$ cat src/rtl/demux_rr_ctrl_if.sv
// Handshake bundle for demux_rr_ctrl: one input stream, four output channels.
// slave is the demux side, master is the source/sink side.
interface demux_rr_ctrl_if #(
  parameter int W = 8
);
  logic [W-1:0] din;
  logic         din_valid;
  logic         din_last;
  logic         din_ready;
  logic [3:0]   en_mask;
  logic [W-1:0] dout;
  logic [3:0]   dout_valid;
  logic [3:0]   dout_ready;
  logic [1:0]   sel;

  modport slave (
    input  din,
    input  din_valid,
    input  din_last,
    input  en_mask,
    input  dout_ready,
    output din_ready,
    output dout,
    output dout_valid,
    output sel
  );

  modport master (
    output din,
    output din_valid,
    output din_last,
    output en_mask,
    output dout_ready,
    input  din_ready,
    input  dout,
    input  dout_valid,
    input  sel
  );
endinterface

$ cat src/rtl/demux_rr_ctrl.sv
// Round-robin burst demux: one stream fanned out to four channels.
// Define DEMUX_RR_SKIP_BUSY_EN to skip busy channels at burst end.
module demux_rr_ctrl #(
  parameter int W     = 8,
  parameter int BURST = 4
) (
  input logic            clk,
  input logic            rst,
  demux_rr_ctrl_if.slave bus
);
  localparam int CW = (BURST > 1) ? $clog2(BURST) : 1;
  localparam logic [CW-1:0] CNT_MAX = CW'(BURST - 1);

  logic [W-1:0]  dout_q;
  logic          vld_q;
  logic [1:0]    ch_q;
  logic [1:0]    sel_q;
  logic [CW-1:0] cnt_q;

  logic       drain;
  logic       ready;
  logic       accept;
  logic       burst_end;
  logic       skip_dis;
  logic [1:0] nxt_strict;
  logic [1:0] nxt_end;

  // First channel set in m after cur, with cur itself checked last.
  function automatic logic [1:0] next_ch(
    input logic [1:0] cur,
    input logic [3:0] m
  );
    logic [1:0] r;
    logic [1:0] idx;
    logic       f;
    r = cur;
    f = 1'b0;
    for (int k = 1; k <= 4; k++) begin
      idx = cur + 2'(k);
      if (!f && m[idx]) begin
        r = idx;
        f = 1'b1;
      end
    end
    return r;
  endfunction

  assign drain     = vld_q && bus.dout_ready[ch_q];
  assign ready     = bus.en_mask[sel_q] && (!vld_q || bus.dout_ready[ch_q]);
  assign accept    = bus.din_valid && ready;
  assign burst_end = (cnt_q == CNT_MAX) || bus.din_last;
  assign skip_dis  = !bus.en_mask[sel_q] && (bus.en_mask != 4'b0000);

  assign nxt_strict = next_ch(sel_q, bus.en_mask);

`ifdef DEMUX_RR_SKIP_BUSY_EN
  logic [3:0] qual;
  assign qual    = bus.en_mask & bus.dout_ready;
  assign nxt_end = (qual != 4'b0000) ? next_ch(sel_q, qual) : nxt_strict;
`else
  assign nxt_end = nxt_strict;
`endif

  always_ff @(posedge clk) begin
    if (rst) begin
      dout_q <= '0;
      vld_q  <= 1'b0;
      ch_q   <= 2'd0;
      sel_q  <= 2'd0;
      cnt_q  <= '0;
    end else begin
      if (accept) begin
        dout_q <= bus.din;
        ch_q   <= sel_q;
        vld_q  <= 1'b1;
        if (burst_end) begin
          cnt_q <= '0;
          sel_q <= nxt_end;
        end else begin
          cnt_q <= cnt_q + 1'b1;
        end
      end else if (drain) begin
        vld_q <= 1'b0;
      end
      // accept and skip_dis never coincide: skip_dis forces ready low
      if (skip_dis) begin
        sel_q <= nxt_strict;
        cnt_q <= '0;
      end
    end
  end

  assign bus.din_ready  = ready;
  assign bus.dout       = dout_q;
  assign bus.dout_valid = vld_q ? (4'b0001 << ch_q) : 4'b0000;
  assign bus.sel        = sel_q;
endmodule
$ cat src/flat_wrapper.sv
// flat-port wrapper written by rule: the top's interface ports become plain ports
module demux_rr_ctrl_flat 
#(
  parameter int W     = 8,
  parameter int BURST = 4
)
  (clk, rst, bus_din, bus_din_valid, bus_din_last, bus_en_mask, bus_dout_ready, bus_din_ready, bus_dout, bus_dout_valid, bus_sel);
  demux_rr_ctrl_if #(.W(W)) bus_i ();
  input logic clk;
  input logic rst;
  input wire logic [$bits(bus_i.din)-1:0] bus_din;
  input wire logic [$bits(bus_i.din_valid)-1:0] bus_din_valid;
  input wire logic [$bits(bus_i.din_last)-1:0] bus_din_last;
  input wire logic [$bits(bus_i.en_mask)-1:0] bus_en_mask;
  input wire logic [$bits(bus_i.dout_ready)-1:0] bus_dout_ready;
  output wire logic [$bits(bus_i.din_ready)-1:0] bus_din_ready;
  output wire logic [$bits(bus_i.dout)-1:0] bus_dout;
  output wire logic [$bits(bus_i.dout_valid)-1:0] bus_dout_valid;
  output wire logic [$bits(bus_i.sel)-1:0] bus_sel;
  assign bus_i.din = bus_din;
  assign bus_i.din_valid = bus_din_valid;
  assign bus_i.din_last = bus_din_last;
  assign bus_i.en_mask = bus_en_mask;
  assign bus_i.dout_ready = bus_dout_ready;
  assign bus_din_ready = bus_i.din_ready;
  assign bus_dout = bus_i.dout;
  assign bus_dout_valid = bus_i.dout_valid;
  assign bus_sel = bus_i.sel;
  demux_rr_ctrl #(.W(W), .BURST(BURST)) u_core (.clk(clk), .rst(rst), .bus(bus_i));
endmodule
$ cat config.mk
export PLATFORM = sky130hd
export DESIGN_NAME = demux_rr_ctrl_flat
export DESIGN_NICKNAME = d
export VERILOG_FILES = /design/src/rtl/demux_rr_ctrl_if.sv /design/src/rtl/demux_rr_ctrl.sv /design/src/flat_wrapper.sv
export SDC_FILE = /design/constraint.sdc
export NUM_CORES = 1
export LEC_CHECK = 0
export CAP_MARGIN = 10
export CORE_ASPECT_RATIO = 1.5
export CORE_MARGIN = 10
export CORE_UTILIZATION = 42
export CTS_BUF_LIST = sky130_fd_sc_hd__clkbuf_16
export DETAILED_ROUTE_END_ITERATION = 8
export PLACE_DENSITY_LB_ADDON = 0.25
export SLEW_MARGIN = 30
export SYNTH_ARGS = -nofsm -noshare
export SYNTH_HDL_FRONTEND = slang
export SYNTH_SLANG_ARGS = --single-unit
$ cat constraint.sdc
create_clock -name clk -period 2.2 [get_ports clk]
set_input_delay 0.22 -clock clk [delete_from_list [all_inputs] [get_ports clk]]
set_output_delay 0.22 -clock clk [all_outputs]
set_load 0.005 [all_outputs]
# Word-level counts from Yosys, hierarchy flattened

Cells that the tools add are included.

Equality and inequality tests: 1
$lt $le $gt $ge: 5
Add/subtract/negate cells: 4
Multiplexer cells: 24
Reductions and logical operators: 20
Shift-type cells: 1

Operator list:

| kind                                                | number |
|---|---|
| 2-to-1 mux 2 bit                                    | 8 |
| < comparator 2 x 3 -> 1 bit (second input constant) | 5 |
| binary-select mux 1 bit (select 2 bit)              | 5 |
| 2-to-1 mux 1 bit                                    | 10 |
| logical AND 1 bit                                   | 7 |
| nonzero test 2 bit                                  | 3 |
| logical NOT 1 bit                                   | 5 |
| adder 2 x 1 -> 2 bit (second input constant)        | 2 |
| adder 2 bit (second input constant)                 | 2 |
| 2-to-1 mux 4 bit                                    | 1 |
| nonzero test 4 bit                                  | 1 |
| left shift 1 x 2 -> 4 bit (first input constant)    | 1 |
| == test 2 bit (second input constant)               | 1 |
| logical OR 1 bit                                    | 2 |
| AND reduction 2 bit                                 | 1 |
| OR reduction 2 bit                                  | 1 |

Bits of input ports: 20
Output and inout bits: 15
Register bits: 15

# Longest topological paths before layout

Gate-level depths: netlist of the first run.

Depth in word-level cells: 16
Gate-level depth with buffers: 7
Mapped depth without buffers: 6

# Worst setup path before layout of the first run

No wires, ideal clock.

Kind: register to register
Start: register u_core.ch_q[0]
End: register u_core.sel_q[1] (netlist: u_core.bus.sel[1])
Cell stages (with the launch flop): 6
Setup slack: 0.327 ns
Data arrival time: 1.750 ns
Period minus slack after synthesis: 1.873 ns
Data required time: 2.077 ns
Cell sequence: dfxtp_1 mux4_2 o211ai_4 nor2_2 o221ai_2 mux2_1

Word-level cells in the longest chain between the ends: 7

Ends and longest elaborated chain:

| item                                   | line                | source |
|---|---|---|
| start, declared                        | demux_rr_ctrl.sv:16 | `logic [1:0] ch_q;` |
| start signal, assigned                 | demux_rr_ctrl.sv:74 | `ch_q <= sel_q;` |
| binary-select mux 1 bit (select 2 bit) | demux_rr_ctrl.sv:49 | `assign ready = bus.en_mask[sel_q] && (!vld_q \|\| bus.dout_ready[ch_q]);` |
| 2-to-1 mux 1 bit (not written as such) | demux_rr_ctrl.sv:49 |  |
| logical OR 1 bit                       | demux_rr_ctrl.sv:49 |  |
| logical AND 1 bit                      | demux_rr_ctrl.sv:49 |  |
| logical AND 1 bit                      | demux_rr_ctrl.sv:50 | `assign accept = bus.din_valid && ready;` |
| nonzero test 2 bit (no source line)    | --                  |  |
| AND reduction 2 bit (no source line)   | --                  |  |
| end signal, assigned                   | demux_rr_ctrl.sv:78 | `sel_q <= nxt_end;` |
| end signal, assigned                   | demux_rr_ctrl.sv:87 | `sel_q <= nxt_strict;` |
| end, declared                          | demux_rr_ctrl.sv:17 | `logic [1:0] sel_q;` |

No other way between the ends. The select of a mux whose other input is x is not followed.
A chain may end at the register's enable or synchronous reset.

# Final worst setup path of the first run

Start: input port bus_dout_ready[3]
End: output port bus_din_ready

Word-level cells in the longest chain between the ends: 4

Ends and longest elaborated chain:

| item                                   | line                | source |
|---|---|---|
| start, declared                        | flat_wrapper.sv:15  | `input wire logic [$bits(bus_i.dout_ready)-1:0] bus_dout_ready;` |
| binary-select mux 1 bit (select 2 bit) | demux_rr_ctrl.sv:49 |  |
| 2-to-1 mux 1 bit (not written as such) | demux_rr_ctrl.sv:49 |  |
| logical OR 1 bit                       | demux_rr_ctrl.sv:49 |  |
| logical AND 1 bit                      | demux_rr_ctrl.sv:49 |  |
| end, declared                          | flat_wrapper.sv:16  | `output wire logic [$bits(bus_i.din_ready)-1:0] bus_din_ready;` |

No other way between the ends. The select of a mux whose other input is x is not followed.

==> results of run 1 <==
metrics by stage:
step,instance area (sq um),setup WS [ns],hold slack [ns]
after floorplan,857,0.327,0.364
after global placement,1250,0.0630,0.477
after detailed placement,1250,-0.0167,0.488
after CTS,1330,0.0410,0.503
after global routing,1340,0.0307,0.533
final,1340,0.0895,0.497
kinds of logic (layout without fill, tap and decap cells):
group | Yosys count | in the layout | synth area share, %
buffers and inverters | 11 | 49 | 5.84
adders and majority gates | 1 | 1 | 1.46
DFF | 15 | 15 | 35.0
muxes | 15 | 15 | 22.2
and+or+nand+nor | 43 | 43 | 22.9
AOI/OAI and AO/OA | 14 | 14 | 12.6
sequential cells by signal, summed over array words and instances (netlist names):
signal	flops
u_core.ch_q	2
u_core.cnt_q	2
u_core.bus.sel	2
u_core.bus.dout	8
u_core.vld_q	1
worst max-delay path: cells and delay by family:
kind,cells,cell delay [ns]
mux,1,0.50
simple gates,2,0.31
buf+inv,2,0.86
layout make-up:
cell class              instances  area, sq um  area share (%)
clock buffers                   3         75.1            5.59
clock inverters                 1         3.75           0.280
inverters                       2         7.51           0.559
multi-input cells              73          514            38.3
flip-flops and latches         15          304            22.6
well taps                      22         27.5            2.05
repair buffers                 43          410            30.6
placed cells by master (no fill, tap or decap), types with 2 or more instances in the layout:
cell type        Yosys  routed
nand2b_1             4       3
nor3_1               7       7
inv_1                2       3
dfxtp_1             15      14
nor2_1              23      23
a21oi_1              5       5
mux4_2               3       3
nand2_1              3       3
clkbuf_16            0       3
clkdlybuf4s50_1      0      33
buf_4                0       9
mux2i_1             10      10
o21ai_0              2       2
mux2_1               2       2
where the power goes:
group | switching (W) | internal [W] | leakage (nW)
registers | 0.0000383 | 0.000326 | 0.123
logic | 0.000246 | 0.000325 | 0.401
clock network | 0.0000996 | 0.000240 | 0.0423
routing by layer:
metal	vias up	global-route usage, %
met3	4	3.17
met1	374	11.5
met5	-	0
li1	421	-
met4	0	6.28
met2	20	20.8
how the worst min path moves through the flow:
stage / start / end / slack [ns] / depth (start not counted)
floorplan: bus_din[0] / u_core.bus.dout[0] / 0.36 / 2
global placement: u_core.bus.dout[7] / u_core.bus.dout[7] / 0.48 / 2
detailed placement: u_core.bus.dout[5] / u_core.bus.dout[5] / 0.49 / 2
CTS: u_core.bus.dout[5] / u_core.bus.dout[5] / 0.50 / 2
global route: u_core.bus.dout[2] / u_core.bus.dout[2] / 0.53 / 2
finish: u_core.bus.dout[1] / u_core.bus.dout[1] / 0.50 / 2
timing repair:
| item | in CTS | in global routing |
|---|---|---|
| gates resized for setup | 1 | 3 |
| endpoints found under the setup margin | 1 | 1 |
| hold buffers | 0 | 0 |
==> out/qor.txt, run 1 <==
Status = finished, final reports clean
Final Util = 67.9%
Cell area after synthesis = 857 sq um
Power, Total = 0.00128 W
Gpl congestion = 0.830
Slowest CP cell = mux4_2
Min-Delay Path Class = flip-flop to flip-flop
Worst-Skew Late Latency = 0.24 ns
Syn Nets = 120
Antenna cell count = 0
Synth top area share = 35.0%
Clock sinks = 15
CTS clk-pin slew, worst paths = 0.05 ns
Critical path arrival = 1.89 ns
Max layer used = met4
Worst Setup SP = bus_dout_ready[3]
H-tree depth = 1
Reg2reg start = u_core.ch_q[0]
Async set-reset flop share out of synthesis = 0%
DR WL/cell = 14.4 um
LEAKAGE = 0.566 nW
CP max FO = 2
Ports = 35
Share of layout cells above drive strength 1 = 14.6%
Tmin final = 2.11 ns
Clk root buf = clkbuf_16
Ranking of synthesized cells by area = dfxtp_1, mux2i_1, nor2_1
Fmax = 474 MHz
Num rows = 20
Setup tns final = 0 ns
Die height = 75.3 um
Unrepaired setup endpoints after global routing = no
Initial antenna violation count = 0
GRT Overall Usage = 11.4%
Total gr overflow = 0
CTS tree = yes
Fin. max-slew vios = 0
Syn_area_per_cell = 8.66 sq um
Post-Route WL = 2.30 mm
Count leader, synth = nor2_1
Maximum clock path buffer count = 2
Initial core utilization = 43.4%
Die ar. = 4280 sq um
Wire length on met3 = 133 um
Largest net degree at the start of global routing = 17
Post-synth EDFFs = 0
Share of the yosys chip area belonging to registers = 35.0%
Worst endpoint required time = 1.98 ns
Core Box Area = 1980 sq um
Synth warn = 0
Max cap viols = 0
Synth unique cells = 29
Post-CTS setup buffers = 0
Initial DRC count = 13
Relative slew slack = 74.7%
CP Launch Type = input pin
Peak VDD IR = 0.000814 V
Power per standard cell area = 950 nW/um^2
Final HPWL DP = 1.90 mm
# setup viols final = 0
Reg2Reg Depth = 7
Worst Max-Slew Pin Slew = 0.370 ns
R2R setup slack = 0.33 ns
CTS buffer count = 3
Synthesis-stage register bit count = 15
First-pass GRT wire length = 4.01 mm
Worst r2r dst = u_core.cnt_q[1]
Post-synth top cells = nor2_1, dfxtp_1, mux2i_1
Vias = 819
Fillers = 177
Clock skew = 0.00176 ns
# placed instances = 155
PortBufs = 34
Syn-to-layout area delta = 56.6%
Final Hold Viols = 0
Commonest register cell after synthesis = dfxtp_1
CP Capture Point = bus_din_ready
Vias in the first global route = 930
Top cell by count, worst path = clkdlybuf4s50_1
Met2 WL = 1.27 mm
Final worst path period share = 95.9%
Chip width = 56.9 um
Met1 WL = 850 um
Drt via density = 5.15
ANT nets after route = 0
Critical Path Max Stage Delay = 0.50 ns
1st-pass router iterations = 2
Total Nets Final = 159
Post-Syn Instances = 99
CP endpoint kind = output pin
Crit-path cells = clkdlybuf4s50_1, mux4_2, nand2b_4, and2_1, clkdlybuf4s50_1
Cell Count, Final, Fillers Out = 159
Synth area leader = dfxtp_1
Setup Crit Path Kind = input pin to output pin
# DRC = 0
No activity file was read; power rests on OpenSTA's default activity.
==> inputs of run 2 (changes only) <==
--- a/config.mk
+++ b/config.mk
@@ -12,7 +12,6 @@
 export CTS_BUF_LIST = sky130_fd_sc_hd__clkbuf_16
 export DETAILED_ROUTE_END_ITERATION = 8
 export PLACE_DENSITY_LB_ADDON = 0.25
-export SLEW_MARGIN = 30
 export SYNTH_ARGS = -nofsm -noshare
 export SYNTH_HDL_FRONTEND = slang
 export SYNTH_SLANG_ARGS = --single-unit
==> results of run 2 <==
Final layout, timing and power as in run 1 (identical DEF).
==> inputs of run 3 (changes only) <==
--- a/config.mk
+++ b/config.mk
@@ -12,6 +12,7 @@
 export CTS_BUF_LIST = sky130_fd_sc_hd__clkbuf_16
 export DETAILED_ROUTE_END_ITERATION = 8
 export PLACE_DENSITY_LB_ADDON = 0.25
+export SLEW_MARGIN = 30
 export SYNTH_ARGS = -nofsm -noshare
 export SYNTH_HDL_FRONTEND = slang
 export SYNTH_SLANG_ARGS = --single-unit
==> results of run 3 <==
Final layout, timing and power as in run 1 (identical DEF).
==> RTL edit 1 (config.mk and constraints of run 3) <==
Build with the macro `DEMUX_RR_SKIP_BUSY_EN` defined.
--- a/src/rtl/demux_rr_ctrl.sv
+++ b/src/rtl/demux_rr_ctrl.sv
@@ -2,2 +2,4 @@
 // Define DEMUX_RR_SKIP_BUSY_EN to skip busy channels at burst end.
+`define DEMUX_RR_SKIP_BUSY_EN
+
 module demux_rr_ctrl #(
Behaviour: not the same (a bounded check fails within 4 cycles, from zero or initial values and one cycle with rst high).
==> RTL edit 1 against run 3 <==
- synthesized cell count is 31% higher
- wire length is 33% higher
- synthesized area is 24% higher
- design area is 20% higher
- setup slack better by 65 ps
- clock power is 3% higher
- sequential cell count stayed put
- power is 17% higher
- critical path type is now flop to output port
- largest cell class unchanged
- highest routed layer unchanged
==> RTL edit 1: results (changes against run 3) <==
metric	value	unit	change
routability cong.	0.875		+5.4%
first-pass GRT wire length	5400	µm	+35%
largest net degree at the start of global routing	14		-3
initial antenna violation count	0		unchanged
worst hold path class	flop to flop		
syn nets	151		+26%
vias in the first global route	1221		+31%
final wirelength	3060	µm	+33%
# resized after CTS	0		-1
Iter 0 DRT Violations	19		+6
CTS H-tree depth	1		unchanged
setup slack at placement	-84.5	ps	-67.8 ps
top cells by area, synth	dfxtp_1, mux2i_1, nor2_1		
clk_skew	3.02	ps	+1.27 ps
Filler cells	217		+23%
dpl hpwl	2470	µm	+30%
CP arrival	1830	ps	-60 ps
layout net count	200		+26%
clk buf depth	2		unchanged
Clock Latency Late Sink	240	ps	about the same
YS warnings	0		unchanged
GRT Util Overall	0.133		+0.0184
Seq/Total Area, Yosys	0.284		-0.0667
max FFs per register	8		unchanged
share of layout cells above drive strength 1	0.185		+0.0394
Num CTS Buffers	3		unchanged
status	finished clean		
top post-synthesis cells by count	nor2_1, dfxtp_1, mux2i_1		
Root Driver	clkbuf_16		
first-pass iteration count of the detailed router	4		+2
max_slew headroom	0.798		+0.0514
via count	1125		+37%
peak supply drop	1.09	mV	+34%
Post-synth EDFFs	0		unchanged
Crit Path Max Fanout	7		+5
P_leak	0.000672	µW	+19%
synth unique cells	43		+48%
post-CTS setup buffer count	0		unchanged
Clock transition at path regs	50	ps	about the same
==> RTL edit 1: final cells by class <==
cell class,count,area share
Clock buffer,3,0.0465
Clock inverter,1,0.00310
Inverter,2,0.00465
Multi-Input combinational cell,103,0.437
Sequential cell,15,0.186
Tap cell,24,0.0186
Timing Repair Buffer,54,0.304
==> RTL edit 1: per-layer routing <==
layer  global-route usage  vias up  part of all wire  wire length, µm
met2                0.248       35              0.55             1680
met5                    0        -                 0                0
met4               0.0330        0             0.010               31
li1                     -      569                 -                -
met1                0.134      517              0.37             1120
met3               0.0432        4             0.074              228
==> RTL edit 1: cells by family (layout without fill, tap and decap cells) <==
family / count (synthesis) / count (layout) / share of synthesized area
adders and majority gates: 1 / 1 / 0.0118
buffers and inverters: 12 / 60 / 0.0497
muxes: 14 / 14 / 0.139
and+or+nand+nor: 58 / 58 / 0.291
AOI/OAI and AO/OA: 30 / 30 / 0.225
DFF: 15 / 15 / 0.284
==> RTL edit 1: path summary, 6_finish.rpt <==
kind	cells after the start	slack (ps)	to	start
max reg2reg	7	260	u_core.bus.sel[0]	u_core.bus.sel[0]
max	4	150	bus_din_ready	u_core.ch_q[0]
min	2	500	u_core.bus.dout[3]	u_core.bus.dout[3]
min reg2reg	2	500	u_core.bus.dout[3]	u_core.bus.dout[3]
==> RTL edit 1: per-stage QoR <==
stage,total power [µW],hold slack (ps),cells,instance area (µm²),utilization
after floorplan,811,364,130,1060,-
after global placement,1130,478,198,1530,0.633
after detailed placement,1150,484,198,1530,0.633
after CTS,1510,502,202,1610,0.666
after global routing,1600,518,202,1610,0.666
final,1490,497,202,1610,0.666
==> RTL edit 1: power by group <==
part           total (µW)  leakage, µW  internal (µW)  switching [µW]
Clock                 348    0.0000409            242             105
Combinational         782     0.000509            432             350
Sequential            363     0.000123            321            42.1
==> RTL edit 1: worst max-delay path: stages (launching register included) <==
cell	delay (ps)
dfxtp_1	450
mux2_4	340
a2bb2oi_4	170
and3b_1	180
clkdlybuf4s50_1	440
==> RTL edit 2 (flow settings as in run 3) <==
Made on the original files. Make the reset (`rst`) asynchronous in one clocked block.
--- a/src/rtl/demux_rr_ctrl.sv
+++ b/src/rtl/demux_rr_ctrl.sv
@@ -63,3 +63,3 @@
 
-  always_ff @(posedge clk) begin
+  always_ff @(posedge clk or posedge rst) begin
     if (rst) begin
Function: differs if rst is asserted again (counterexample within 4 cycles, from zero or initial values and one cycle with rst high); with rst held inactive, the same outputs for 10 cycles.
==> RTL edit 2 against run 3 <==
- critical path depth is 1 higher
- power is 41% higher
- global-route usage increased by 0.71 points
- synthesized area rose by 8.9%
- fmax increased by 6.4%
- setup slack gained 130 ps
- design area up 6.1%
- register-to-register slack gained 60 ps
- core utilization is 0.64 points higher
- combinational power is 60% higher
- sequential cell count unchanged
- wire length rose by 14%
==> RTL edit 2: results (changes against run 3) <==
metric	value	unit	change
status	finished clean		
Iter 0 DRT Violations	16		+3
peak supply drop	0.679	mV	-17%
first-pass iteration count of the detailed router	4		+2
FF-to-FF End	u_core.bus.dout[6]		
GRT Util Overall	0.121		+0.00707
CTS H-tree depth	1		unchanged
Slew Limit Fails	0		unchanged
Crit Path Max Fanout	8		+6
first-pass GRT wire length	4430	µm	+11%
placed inst area	0.00132	mm²	+5.4%
max FFs per register	8		unchanged
synth unique cells	31		+6.9%
register-to-register setup slack	390	ps	+60 ps
Setup crit end	u_core.bus.sel[1]		
dpl hpwl	2040	µm	+7.1%
top post-synthesis cells by count	dfrtp_1, nor2_1, mux2_2, nand2_1		
initial antenna violation count	0		unchanged
Global Route met2 Usage	0.217		+0.00950
worst reg2reg path startpoint	u_core.ch_q[0]		
vias in the first global route	911		-2.0%
layout net count	159		unchanged
final period demand of the worst path	1980	ps	-126 ps
GR Util met3	0.0440		+0.0123
worst hold path class	primary input to asynchronous set/reset pin		
Num CTS Buffers	3		unchanged
GR Layer Usage met1	0.116		+0.00155
Clock transition at path regs	50	ps	about the same
CP max stage cell	clkdlybuf4s50_1		
largest net degree at the start of global routing	16		-1
max_cap viols	0		unchanged
top cells by area, synth	dfrtp_1, mux2_2, nor2_1		
share of layout cells above drive strength 1	0.219		+0.0730
setup slack at placement	-72.2	ps	-55.5 ps
max_slew headroom	0.609		-0.138
P_leak	0.000608	µW	+7.3%
via density per instance	5.38		+4.4%
clk_skew	2.71	ps	+0.952 ps
final wirelength	2610	µm	+14%
asr flop ratio synth	1.00		+1.00
routability cong.	0.838		+0.92%
clk buf depth	2		unchanged
switch share	0.334		+0.0332
syn nets	119		-0.83%
CP startpoint	bus_en_mask[3]		
Seq/Total Area, Yosys	0.402		+0.0518
ant diodes	0		unchanged
worst r2r path cells	4		-3
Critical Path Max Stage Delay	520	ps	+20 ps
[RTL edit 2: power by group through the flow]
| stage | logic (µW) | clock network, µW | registers (µW) |
|---|---|---|---|
| after floorplan | 521 | 0 | 497 |
| after global routing | 1000 | 371 | 571 |
| after detailed placement | 885 | 0 | 538 |
| final | 914 | 353 | 538 |
| after CTS | 911 | 357 | 528 |
| after global placement | 868 | 0 | 527 |
[RTL edit 2: metal layers]
metal | up-vias | wire length [µm] | share of wire
met2 | 25 | 1440 | 0.55
met4 | 0 | 40 | 0.015
li1 | 422 | - | -
met5 | - | 0 | 0
met1 | 403 | 953 | 0.37
met3 | 5 | 170 | 0.065
[RTL edit 2: repair_timing]
| item | CTS | global route |
|---|---|---|
| endpoints found under the hold margin | 0 | 0 |
| gates resized for setup | 1 | 4 |
| cloned | 0 | 0 |
| setup buffers | 1 | 0 |
| setup endpoints to repair | 1 | 2 |
[RTL edit 2: critical path: cells and delay by family]
family	cells	cell delay, ps
AO/OA/AOI/OAI	3	590
buffers and inverters	1	520
multiplexers	1	350
AND/OR/NAND/NOR	1	440
[RTL edit 2: worst min-delay path by stage]
stage / startpoint / to / slack [ps] / cells after the start
after floorplan: rst / u_core.bus.dout[0] / 120 / 1
after global placement: u_core.bus.dout[7] / u_core.bus.dout[7] / 480 / 1
after detailed placement: u_core.bus.dout[4] / u_core.bus.dout[4] / 490 / 1
after CTS: rst / u_core.bus.dout[1] / 350 / 2
after global routing: rst / u_core.bus.dout[1] / 400 / 2
final: rst / u_core.bus.dout[1] / 340 / 2
[RTL edit 2: cell families (layout without fill, tap and decap cells)]
logic type,count (synthesis),after routing,share of synthesized area
and+or+nand+nor,40,40,0.205
AOI/OAI and AO/OA,17,17,0.146
DFF,15,15,0.402
buffers and inverters,13,52,0.0670
muxes,11,11,0.157
adders and majority gates,1,1,0.0134
xor gates and xnor gates,1,1,0.00939
[RTL edit 2: final cells by class]
| type | count | area (µm²) |
|---|---|---|
| flip-flops and latches | 15 | 378 |
| clock inverters | 1 | 5.00 |
| clock buffers | 3 | 75.1 |
| well taps | 22 | 27.5 |
| multi-input cells | 70 | 509 |
| inverters | 5 | 18.8 |
| repair buffers | 43 | 410 |
| fillers | 168 | 653 |
[RTL edit 2: through the flow]
step	total power (µW)	hold slack, ps	cells
after floorplan	1020	121	98
after global placement	1400	485	154
after detailed placement	1420	492	154
after CTS	1800	352	159
after global routing	1950	401	159
final	1800	337	159
